### config.mk
export PLATFORM = sky130hd
export DESIGN_NAME = md_unit
export DESIGN_NICKNAME = d
export VERILOG_FILES = /design/src/rtl/md_unit.sv
export SDC_FILE = /design/constraint.sdc
export NUM_CORES = 2
export LEC_CHECK = 0
export ABC_AREA = 0
export BUFFER_PORTS_ARGS = -buffer_cell sky130_fd_sc_hd__buf_4
export CORE_MARGIN = 5
export CORE_UTILIZATION = 45
export DETAILED_ROUTE_END_ITERATION = 7
export PLACE_DENSITY_LB_ADDON = 0.12
export RECOVER_POWER = 25
export SETUP_SLACK_MARGIN = 0.05
export SYNTH_ARGS = -nofsm -noshare
export SYNTH_HDL_FRONTEND = slang
export SYNTH_SLANG_ARGS = --single-unit
### constraint.sdc
create_clock -name clk -period 11 [get_ports clk]
set_input_delay 2.2 -clock clk [delete_from_list [all_inputs] [get_ports clk]]
set_output_delay 2.2 -clock clk [all_outputs]
set_load 0.01 [all_outputs]
### src/rtl/md_unit.sv
// rtl/md_unit.sv - multi-cycle multiply/divide unit with HI/LO result registers
// Multiplies take 5 busy cycles, divides 32 restoring iterations plus one sign-fix cycle.
module md_unit (
  input  logic        clk,
  input  logic        reset,
  input  logic        start,
  input  logic [1:0]  op,
  input  logic [31:0] A,
  input  logic [31:0] B,
  input  logic        hilo_we,
  input  logic        hilo_sel,
  input  logic [31:0] WD,
  output logic        busy,
  output logic [31:0] HI,
  output logic [31:0] LO
);

  typedef enum logic [1:0] {S_IDLE, S_MUL, S_DIV, S_FIX} state_t;

  localparam logic [1:0] OP_MULT = 2'b00;
  localparam logic [1:0] OP_DIV  = 2'b10;

  state_t      state;
  logic [2:0]  mul_cnt;
  logic [4:0]  div_cnt;
  logic [1:0]  op_q;
  logic [31:0] a_q, b_q;
  logic [31:0] rem_q, quo_q, dmag_q;

  logic [31:0] a_mag, b_mag;
  logic [63:0] a_ext, b_ext, product;
  logic [32:0] shifted;
  logic        take;
  logic [31:0] rem_next, quo_next;
  logic        neg_q, neg_r;
  logic [31:0] q_fix, r_fix;

  always_comb begin
    a_mag = ((op == OP_DIV) && A[31]) ? -A : A;
    b_mag = ((op == OP_DIV) && B[31]) ? -B : B;

    // Sign-extending into 64 bits makes the truncated unsigned product equal the signed one.
    a_ext   = (op_q == OP_MULT) ? {{32{a_q[31]}}, a_q} : {32'd0, a_q};
    b_ext   = (op_q == OP_MULT) ? {{32{b_q[31]}}, b_q} : {32'd0, b_q};
    product = a_ext * b_ext;

    shifted  = {rem_q, quo_q[31]};
    take     = shifted[32] || (shifted[31:0] >= dmag_q);
    rem_next = take ? (shifted[31:0] - dmag_q) : shifted[31:0];
    quo_next = {quo_q[30:0], take};

    neg_q = (op_q == OP_DIV) && (a_q[31] ^ b_q[31]);
    neg_r = (op_q == OP_DIV) && a_q[31];
    q_fix = neg_q ? -quo_q : quo_q;
    r_fix = neg_r ? -rem_q : rem_q;
  end

  always_ff @(posedge clk or negedge reset) begin
    if (!reset) begin
      state   <= S_IDLE;
      busy    <= 1'b0;
      HI      <= 32'd0;
      LO      <= 32'd0;
      mul_cnt <= 3'd0;
      div_cnt <= 5'd0;
      op_q    <= 2'd0;
      a_q     <= 32'd0;
      b_q     <= 32'd0;
      rem_q   <= 32'd0;
      quo_q   <= 32'd0;
      dmag_q  <= 32'd0;
    end else begin
      case (state)
        S_IDLE: begin
          if (hilo_we) begin
            if (hilo_sel) HI <= WD;
            else          LO <= WD;
          end
          if (start) begin
            a_q     <= A;
            b_q     <= B;
            op_q    <= op;
            busy    <= 1'b1;
            mul_cnt <= 3'd0;
            div_cnt <= 5'd0;
            if (op[1]) begin
              state  <= S_DIV;
              rem_q  <= 32'd0;
              quo_q  <= a_mag;
              dmag_q <= b_mag;
            end else begin
              state <= S_MUL;
            end
          end
        end
        S_MUL: begin
          if (mul_cnt == 3'd4) begin
            {HI, LO} <= product;
            state    <= S_IDLE;
            busy     <= 1'b0;
          end else begin
            mul_cnt <= mul_cnt + 3'd1;
          end
        end
        S_DIV: begin
          rem_q   <= rem_next;
          quo_q   <= quo_next;
          div_cnt <= div_cnt + 5'd1;
          if (div_cnt == 5'd31) state <= S_FIX;
        end
        S_FIX: begin
          // Zero divisor bypasses the sign fix: all-ones quotient, untouched dividend as remainder.
          if (b_q == 32'd0) begin
            LO <= 32'hFFFF_FFFF;
            HI <= a_q;
          end else begin
            LO <= q_fix;
            HI <= r_fix;
          end
          state <= S_IDLE;
          busy  <= 1'b0;
        end
        default: begin
          state <= S_IDLE;
          busy  <= 1'b0;
        end
      endcase
    end
  end

endmodule

==> results.cfg <==
[status]
status = finished, violations left
violations = max-capacitance violations, max-slew violations

[setup_path]
path_max_fanout = 18
crit_path_max_incr_delay_ns = 1.06
crit_slowest_cell = dfrtp_1
startpoint = b_q[10]
cp.required_ns = 11.49
r2r-end = HI[14]
path_class = register to register
worstSetupPathDepth = 32
reg2reg_depth = 32
endpoint = HI[14]
worstReg2RegStart = b_q[10]
cp.arrival_ns = 10.70
cpMostUsedCell = fa_1
cp_top_family = adder cells
end_kind = register
r2r_setup_slack_ns = 0.79
worst_setup_path_start_kind = register
path_buf_inv = 10

[clock_tree]
ctsResizeCount = 0
postCtsSetupBuffers = 0
clock-sinks = 237
cts_buffers = 31
clock_path_buffers = 3
root_buffer = clkbuf_16
insertion_delay_ns = 0.60
cts.clk_slew.worst_paths_ns = 0.07
cts_max_level = 1
cts_hold_buffers = 0
cts_tree = built

[logic_synthesis]
yosysWarnings = 0
synth_top_cell_area_share = 0.454
ys_seq_area_frac = 0.0945
avgSynthCellArea_um2 = 8.99
ys_async_sr_fraction = 1.00
synth_area_um2 = 62700
synth_edf_count = 0
ys_types = 98
synth_cells = 6983
yosys.area.top_type = fa_1
ys_seq_elements = 237
yosys_most_used_dff = dfrtp_1
synthTopCellsByArea = fa_1, inv_1, dfrtp_1
synthesis.nets = 8855

[sta]
finClkSkew_ns = 0.0264
fmaxAchievable_ghz = 0.0979
worst_pin_slew_ns = 6.46
setup_viol = 0
fin_crit_sh = 0.928
report.final.slew_viol_count = 281
hold_viol_final = 0
period_minus_slack_ns = 10.21
finalSetupTns_ns = 0
relSlewSlack = -3.31
grt_setup_unrepaired = no

[global_route]
grt-ovfl-total = 0
grt_first_pass_wirelength_um = 325000
grt_util_all_layers = 0.292
grt_start_max_net_pins = 133
met2_usage = 0.492
grtUsageMet3 = 0.0301
top_usage_layer = met2
grt_antenna_before_repair = 17
grt_pass1_vias = 51000
use_met1 = 0.399

[detailed_routing]
routed_wl_um = 210000
ant_nets = 0
drt-initial-drc-count = 3295
drc = 0
vias = 47400
wl_per_cell_um = 23.7
vias_per_cell = 5.36
first_pass_iters = 6

[die]
die_h_um = 383
ios = 168
die_w_um = 383
die_area_um2 = 147000
start_util = 0.451
design.core.area_um2 = 139000
std_cell_rows = 137

[placed_design]
dp_hpwl_um = 175000
io_buffers = 167
gp_congestion = 0.956

[flow_run]
cap_violations = 4

[finish]
nFillCells = 13600
layout-drive-gt1-share = 0.0566
fin_nets = 8812
area_growth_pct = 6.86

[min_path]
hold_class = register to register
worstHoldStart = LO[1]
[worst min path at each step]
stage / to / cells past startpoint
after floorplan: div_cnt[3] / 1
after global placement: LO[9] / 1
after detailed placement: LO[1] / 2
after CTS: LO[1] / 2
after global routing: LO[9] / 1
final: LO[1] / 2
[placed cells by master (no fill, tap or decap), types with 52 or more instances in the layout]
cell     count
nor2_1     165
nand2_1   1016
dfrtp_1    232
buf_4      288
fa_1      1424
o21ai_0    200
a21oi_1    208
xnor2_1    151
xor2_1      98
inv_1     1586
o21ai_1     74
a21o_1      52
and2_1     532
ha_1       345
[Yosys cell counts (13+ instances only)]
library cell  instances
nor4_1               22
or3_1                24
a211oi_1             19
dfrtp_1             237
a21o_1               52
nand3_1              26
xnor2_1             151
ha_1                345
and2_1              532
a31oi_1              26
nor2_1              170
nand2_1            1018
fa_1               1424
a221oi_1             19
o211ai_1             28
nand4_1              20
o21ai_1              76
nor2b_1              25
and3_1               28
clkbuf_1            356
nor3_1               30
mux2i_1              13
inv_1              1586
o21bai_1             13
o21ai_0             200
o31ai_1              31
a21oi_1             208
xor2_1               98
nand2b_1             15
[flip-flops by register name, indices dropped and copies added, names as in the netlist]
signal	count
HI	32
LO	32
a_q	32
b_q	32
dmag_q	32
quo_q	32
rem_q	32
div_cnt	5
mul_cnt	3
op_q	2
state	2
busy	1
[per-layer routing]
| metal | vias up | part of all wire |
|---|---|---|
| met2 | 1361 | 0.49 |
| met1 | 24900 | 0.42 |
| met5 | - | 0.00027 |
| met4 | 10 | 0.040 |
| li1 | 20800 | - |
| met3 | 326 | 0.052 |
[through the flow]
step           area (µm²)  worst slack (ns)  cells  hold WS (ns)   util
6_report            67100             0.788   8847         0.483  0.482
5_1_grt             67000             0.462   8843         0.504  0.482
4_1_cts             67100             0.950   8836         0.485  0.482
3_5_place_dp        66000              1.02   8782         0.473  0.475
3_3_place_gp        66000              1.05   8782         0.464  0.475
2_1_floorplan       62700              1.47   6983         0.449      -
[final cells by class]
cell class | count | area (µm²) | share of cell area
sequential | 237 | 5940 | 0.0885
timing repair buffer | 298 | 2270 | 0.0338
tap | 1876 | 2350 | 0.0350
clock buffer | 44 | 905 | 0.0135
inverter | 1587 | 5960 | 0.0888
antenna | 10 | 25.0 | 0.000373
multi-input combinational | 4785 | 49500 | 0.738
clock inverter | 10 | 114 | 0.00170
[cells by family (layout without fill, tap and decap cells)]
family / count (synthesis) / in the layout / share of synthesized area
xor gates and xnor gates: 249 / 249 / 0.0348
DFF: 237 / 237 / 0.0945
AOI/OAI and AO/OA: 791 / 791 / 0.0786
muxes: 13 / 13 / 0.00207
other: 0 / 10 / 0
buffers and inverters: 1961 / 1939 / 0.118
and+or+nand+nor: 1959 / 1959 / 0.149
adders and majority gates: 1773 / 1773 / 0.524
[worst min-delay path, delay by kind of cell, from the launching register on]
family,cells,cell delay [ns]
flip-flops,1,0.34
AO/OA/AOI/OAI,1,0.06
AND/OR/NAND/NOR,1,0.05
Power is left out: the tool's default activity adds up to more than one toggle a clock period on the data nets, which glitch-free logic cannot reach.
